==> src/rtl/alu_cmd_ctrl.sv <==
// ALU command controller: collects a 2- or 3-byte command frame from RX, runs one
// ALU operation, and returns the 16-bit result to TX as low byte then high byte.
module alu_cmd_ctrl #(
  parameter int DATA_WIDTH = 8,
  parameter int OP_SIZE    = 16,
  parameter int FUN_SIZE   = 4,
  parameter int TIMEOUT    = 15
) (
  input  logic                  CLK,
  input  logic                  RST,
  input  logic [DATA_WIDTH-1:0] RX_P_DATA,
  input  logic                  RX_D_VLD,
  output logic                  ALU_EN,
  output logic [FUN_SIZE-1:0]   ALU_FUN,
  output logic [OP_SIZE-1:0]    A,
  output logic [OP_SIZE-1:0]    B,
  input  logic [OP_SIZE-1:0]    ALU_OUT,
  input  logic                  OUT_VALID,
  output logic [DATA_WIDTH-1:0] TX_P_DATA,
  output logic                  TX_D_VLD,
  input  logic                  TX_READY,
  output logic                  BUSY,
  output logic                  ERR
);

  localparam int CNT_W = $clog2(TIMEOUT);
  localparam logic [FUN_SIZE-1:0] FUN_RSH = FUN_SIZE'(13);
  localparam logic [FUN_SIZE-1:0] FUN_LSH = FUN_SIZE'(14);
  localparam logic [FUN_SIZE-1:0] FUN_BAD = FUN_SIZE'(15);
  // ERR is registered, so the abort decision is taken one cycle early.
  localparam logic [CNT_W-1:0]    CNT_LAST = CNT_W'(TIMEOUT - 2);

  typedef enum logic [2:0] {
    IDLE, GET_A, GET_B, EXEC, WAIT, SEND_LO, SEND_HI
  } state_t;

  state_t                 state, state_nxt;
  logic [FUN_SIZE-1:0]    fun_q;
  logic [OP_SIZE-1:0]     a_q, b_q, res_q;
  logic [CNT_W-1:0]       cnt_q;
  logic                   err_q;

  logic                   ld_fun, ld_a, ld_b, clr_b, cap_res;
  logic                   cnt_clr, cnt_inc, err_set;
  logic [FUN_SIZE-1:0]    fun_in;
  logic [OP_SIZE-1:0]     byte_ext;

  assign fun_in   = RX_P_DATA[FUN_SIZE-1:0];
  assign byte_ext = {{(OP_SIZE-DATA_WIDTH){1'b0}}, RX_P_DATA};

  always_ff @(posedge CLK) begin
    if (RST) state <= IDLE;
    else     state <= state_nxt;
  end

  always_comb begin
    state_nxt = state;
    ld_fun    = 1'b0;
    ld_a      = 1'b0;
    ld_b      = 1'b0;
    clr_b     = 1'b0;
    cap_res   = 1'b0;
    cnt_clr   = 1'b0;
    cnt_inc   = 1'b0;
    err_set   = 1'b0;
    case (state)
      IDLE: begin
        if (RX_D_VLD) begin
          ld_fun = 1'b1;
          if (fun_in == FUN_BAD) err_set   = 1'b1;
          else                   state_nxt = GET_A;
        end
      end
      GET_A: begin
        if (RX_D_VLD) begin
          ld_a = 1'b1;
          if (fun_q == FUN_RSH || fun_q == FUN_LSH) begin
            clr_b     = 1'b1;
            state_nxt = EXEC;
          end else begin
            state_nxt = GET_B;
          end
        end
      end
      GET_B: begin
        if (RX_D_VLD) begin
          ld_b      = 1'b1;
          state_nxt = EXEC;
        end
      end
      EXEC: begin
        cnt_clr   = 1'b1;
        state_nxt = WAIT;
      end
      WAIT: begin
        if (OUT_VALID) begin
          cap_res   = 1'b1;
          state_nxt = SEND_LO;
        end else if (cnt_q == CNT_LAST) begin
          err_set   = 1'b1;
          state_nxt = IDLE;
        end else begin
          cnt_inc = 1'b1;
        end
      end
      SEND_LO: if (TX_READY) state_nxt = SEND_HI;
      SEND_HI: if (TX_READY) state_nxt = IDLE;
      default: state_nxt = IDLE;
    endcase
  end

  always_ff @(posedge CLK) begin
    if (RST) begin
      fun_q <= '0;
      a_q   <= '0;
      b_q   <= '0;
      res_q <= '0;
      cnt_q <= '0;
      err_q <= 1'b0;
    end else begin
      err_q <= err_set;
      if (ld_fun)       fun_q <= fun_in;
      if (ld_a)         a_q   <= byte_ext;
      if (ld_b)         b_q   <= byte_ext;
      else if (clr_b)   b_q   <= '0;
      if (cap_res)      res_q <= ALU_OUT;
      if (cnt_clr)      cnt_q <= '0;
      else if (cnt_inc) cnt_q <= cnt_q + 1'b1;
    end
  end

  always_comb begin
    TX_P_DATA = '0;
    case (state)
      SEND_LO: TX_P_DATA = res_q[DATA_WIDTH-1:0];
      SEND_HI: TX_P_DATA = res_q[OP_SIZE-1:DATA_WIDTH];
      default: TX_P_DATA = '0;
    endcase
  end

  assign ALU_EN   = (state == EXEC);
  assign ALU_FUN  = fun_q;
  assign A        = a_q;
  assign B        = b_q;
  assign TX_D_VLD = (state == SEND_LO) || (state == SEND_HI);
  assign BUSY     = (state == EXEC) || (state == WAIT) || TX_D_VLD;
  assign ERR      = err_q;

endmodule

==> config.mk <==
export PLATFORM = sky130hd
export DESIGN_NAME = alu_cmd_ctrl
export DESIGN_NICKNAME = d
export VERILOG_FILES = /design/src/rtl/alu_cmd_ctrl.sv
export SDC_FILE = /design/constraint.sdc
export NUM_CORES = 1
export LEC_CHECK = 0
export CORE_AREA = 2 2 76 70
export CTS_CLUSTER_SIZE = 10
export DETAILED_ROUTE_END_ITERATION = 6
export DIE_AREA = 0 0 78 72
export GPL_TIMING_DRIVEN = 0
export PLACE_DENSITY = 0.78
export SYNTH_ARGS = -nofsm -noshare
export SYNTH_HDL_FRONTEND = slang
export SYNTH_SLANG_ARGS = --single-unit
==> constraint.sdc <==
create_clock -name CLK -period 1.75 [get_ports CLK]
set_input_delay 0.4375 -clock CLK [delete_from_list [all_inputs] [get_ports CLK]]
set_output_delay 0.4375 -clock CLK [all_outputs]
set_load 0.05 [all_outputs]
==> flow_summary_export.csv <==
group,metric,value,unit
drt,totalWireLength,5990,um
pwr,pwr-share-comb,25.5,%
clock_network,ctsLongestPathBuffers,2,
synth,ys_top_cells_by_area,"dfxtp_1, nand2_1, a22oi_1, a21oi_1, buf_4",
timing,rsz0062_at_grt,"true",
clock_network,cts-root-buf,"clkbuf_8",
clock_network,cts.sinks,44,
drt,wl_per_cell,14.7,um
worst_setup_path,required,1.31,ns
synth,ys_top_cells_by_count,"nand2_1, dfxtp_1, a21oi_1",
global_route,grt_max_degree,15,
worst_setup_path,worst_r2r_endpoint,"state[0]$_SDFFE_PP0P_",
clock_network,cts_buffers,5,
synth,synth-main-ff-cell,"dfxtp_1",
worst_setup_path,r2r-start,"state[0]$_SDFFE_PP0P_",
worst_setup_path,cp-start-kind,"flop",
worst_hold_path,min_from,"A[1]$_SDFFE_PP0P_",
status,status,"finished with violations",
timing,fin_crit,1.90,ns
synth,synth_compound_area_share,17.0,%
placement,place_hpwl,3820,um
worst_setup_path,crit_arrival,1.46,ns
synth,synth_edf_count,0,
placement,io_buffers,60,
synth,yosysMostFrequentCell,"nand2_1",
pwr,p_sw_share,30.5,%
global_route,grt_use_total,21.9,%
worst_setup_path,cp-end-kind,"output pin",
placement,place_area,2850,um^2
timing,tightest_slew,0.582,ns
finish,design_area,3210,um^2
drt,firstDrtPassIters,4,
pwr,power.leakage,0.00134,uW
timing,fin_skew,0.00894,ns
finish,diodes,0,
pwr,irDropWorstVdd,0.413,mV
global_route,grt_pass1_wl,9650,um
synth,synth_top_area_share,42.9,%
drt,dr_total_vias,2015,
timing,post-route-period-util,108,%
finish,num-nets-final,373,
synth,synthSimpleGateAreaFrac,23.9,%
global_route,overflow,0,
global_route,grt_pass1_vias,2022,
worst_hold_path,hold_end,"A[1]$_SDFFE_PP0P_",
pwr,power_density,767,nW/um^2
die,start_util,42.8,%
synth,async_reset_ff_share,0,%
worst_hold_path,min_path_cells,2,
die,row_count,24,
die,chipHeight,72,um
synth,ys_warn_count,0,
synth,synthXorXnorAreaFrac,2.56,%
timing,relSlewSlack,61.2,%
synth,synth_adder_area_share,1.22,%
timing,slew_violations,0,
placement,gp_congestion,0.810,
worst_setup_path,path_class,"reg2out",
worst_hold_path,hold_path_class,"reg2reg",
status,violations,"negative setup slack",
clock_network,cts_tree,"yes",
worst_setup_path,reg2reg_slack,0.15,ns
global_route,antenna_found_initial,0,
clock_network,clk_latency,0.30,ns
die,die_w,78,um
placement,pre_cts_ws,-0.852,ns
worst_setup_path,critPathMaxFanout,5,
pwr,p_sw,751,uW
finish,final_layout_size_suffix_gt1_share,27.7,%
clock_network,ctsHoldBuffers,0,
synth,yosysTopAreaCell,"dfxtp_1",
synth,seq_area_frac_synth,42.9,%
synth,syn_area,2050,um^2
finish,area_delta_synth_final,56.4,%
pwr,seqPwrFrac,43.0,%
die,boundaryPins,77,
synth,synthMuxAreaShare,1.95,%
drt,antenna_left,0,
timing,fmax,0.527,GHz
drt,route.detailed.drc,0,
die,die_area,5620,um^2
synth,syn_inst,246,
clock_network,clkTransAtPathRegs,0.08,ns
clock_network,cts_max_level,2,
worst_setup_path,r2r_cells,7,
timing,fin_ws,-0.147,ns
drt,viasPerCell,4.94,
timing,finalSetupViolCount,9,
synth,syn-mean-instance-area,8.35,um^2
synth,synthDistinctLibCells,37,
pwr,clkPwrFrac,31.4,%
timing,finalHoldViolCount,0,
drt,dr.first_iter.drc_count,153,
die,core_region_area,4800,um^2
job,drv_cap,0,
synth,synth-seq-cells,44,
pwr,internal_power,1710,uW
synth,synth_top_family_by_area,"simple AND/OR/NAND/NOR gates",
-- area by class of cell --
type                    count  area, um^2
plain buffers              30         246
repair buffers             75         717
flip-flops and latches     44         890
clock inverters             3        42.5
multi-input cells         183        1160
clock buffers               5        68.8
fillers                   406        1590
well taps                  65        81.3
inverters                   3        11.3
-- per-layer routing --
| layer | share of wire [%] | up-vias | GRT usage (%) |
|---|---|---|---|
| met1 | 40 | 946 | 25.7 |
| met4 | 1.5 | 0 | 7.80 |
| met2 | 52 | 67 | 38.9 |
| li1 | - | 992 | - |
| met5 | 0 | - | 0 |
| met3 | 6.2 | 10 | 5.85 |
-- through the flow --
step           utilization (%)  hold slack (ns)  power [uW]  instances  setup TNS, ns
6_report                  66.9            0.459        2470        408          -1.10
5_1_grt                   66.9            0.475        2550        408          -1.50
4_1_cts                   65.6            0.460        2450        405          -1.19
3_5_place_dp              59.2            0.447        1620        386         -14.17
3_3_place_gp              59.2            0.443        1610        386         -14.03
2_1_floorplan                -            0.436        1450        261         -0.658
-- sequential cells by signal, summed over array words and instances (netlist names) --
name / flops
B: 8
res_q: 16
A: 8
cnt_q: 4
ERR: 1
state: 3
ALU_FUN: 4
-- power groups by stage --
stage / Combinational, uW / Sequential, uW / Clock (uW)
6_report: 629 / 1060 / 775
5_1_grt: 668 / 1060 / 816
4_1_cts: 604 / 1060 / 784
3_5_place_dp: 530 / 1090 / 0
3_3_place_gp: 524 / 1090 / 0
2_1_floorplan: 286 / 1160 / 0
-- placed cells by master (no fill, tap or decap), types with 9 or more instances in the layout --
cell,netlist,layout
nand2_1,51,51
dfxtp_1,44,41
buf_4,16,30
a21oi_1,27,27
clkdlybuf4s50_1,0,27
nor2_1,23,22
dlygate4sd2_1,0,21
conb_1,1,16
buf_6,2,12
a22oi_1,19,10
a22oi_2,0,9
-- critical path, cell delays in order, from the launching register on --
cell	delay, ns
dfxtp_4	0.36
buf_8	0.11
nor2b_4	0.16
buf_6	0.16
a22oi_2	0.07
nor2b_2	0.13
buf_6	0.17
-- worst max path at each step --
stage,startpoint,to,slack (ns),depth (start not counted)
6_report,state[0]$_SDFFE_PP0P_,TX_P_DATA[0],-0.15,6
2_1_floorplan,state[0]$_SDFFE_PP0P_,TX_P_DATA[0],-0.09,5
5_1_grt,state[0]$_SDFFE_PP0P_,TX_P_DATA[0],-0.18,6
4_1_cts,state[1]$_SDFFE_PP0P_,TX_P_DATA[5],-0.16,6
3_5_place_dp,state[2]$_SDFFE_PP0P_,TX_P_DATA[7],-0.85,4
3_3_place_gp,state[2]$_SDFFE_PP0P_,TX_P_DATA[7],-0.89,4
-- timing repair --
action                                  4_1_cts  5_1_grt
gates resized for setup                     131       11
buffers inserted                              9        4
endpoints found under the setup margin       33       24
gates cloned                                  2        0
pin swaps                                     9        2
-- logic make-up after synthesis --
kind of cell	count (synthesis)
flip-flops	44
adder cells (fa/ha/maj)	2
other	1
AND/OR/NAND/NOR	103
multiplexers	4
AO/OA/AOI/OAI	52
XOR/XNOR	6
buffers and inverters	34
No activity file was read; power rests on OpenSTA's default activity.
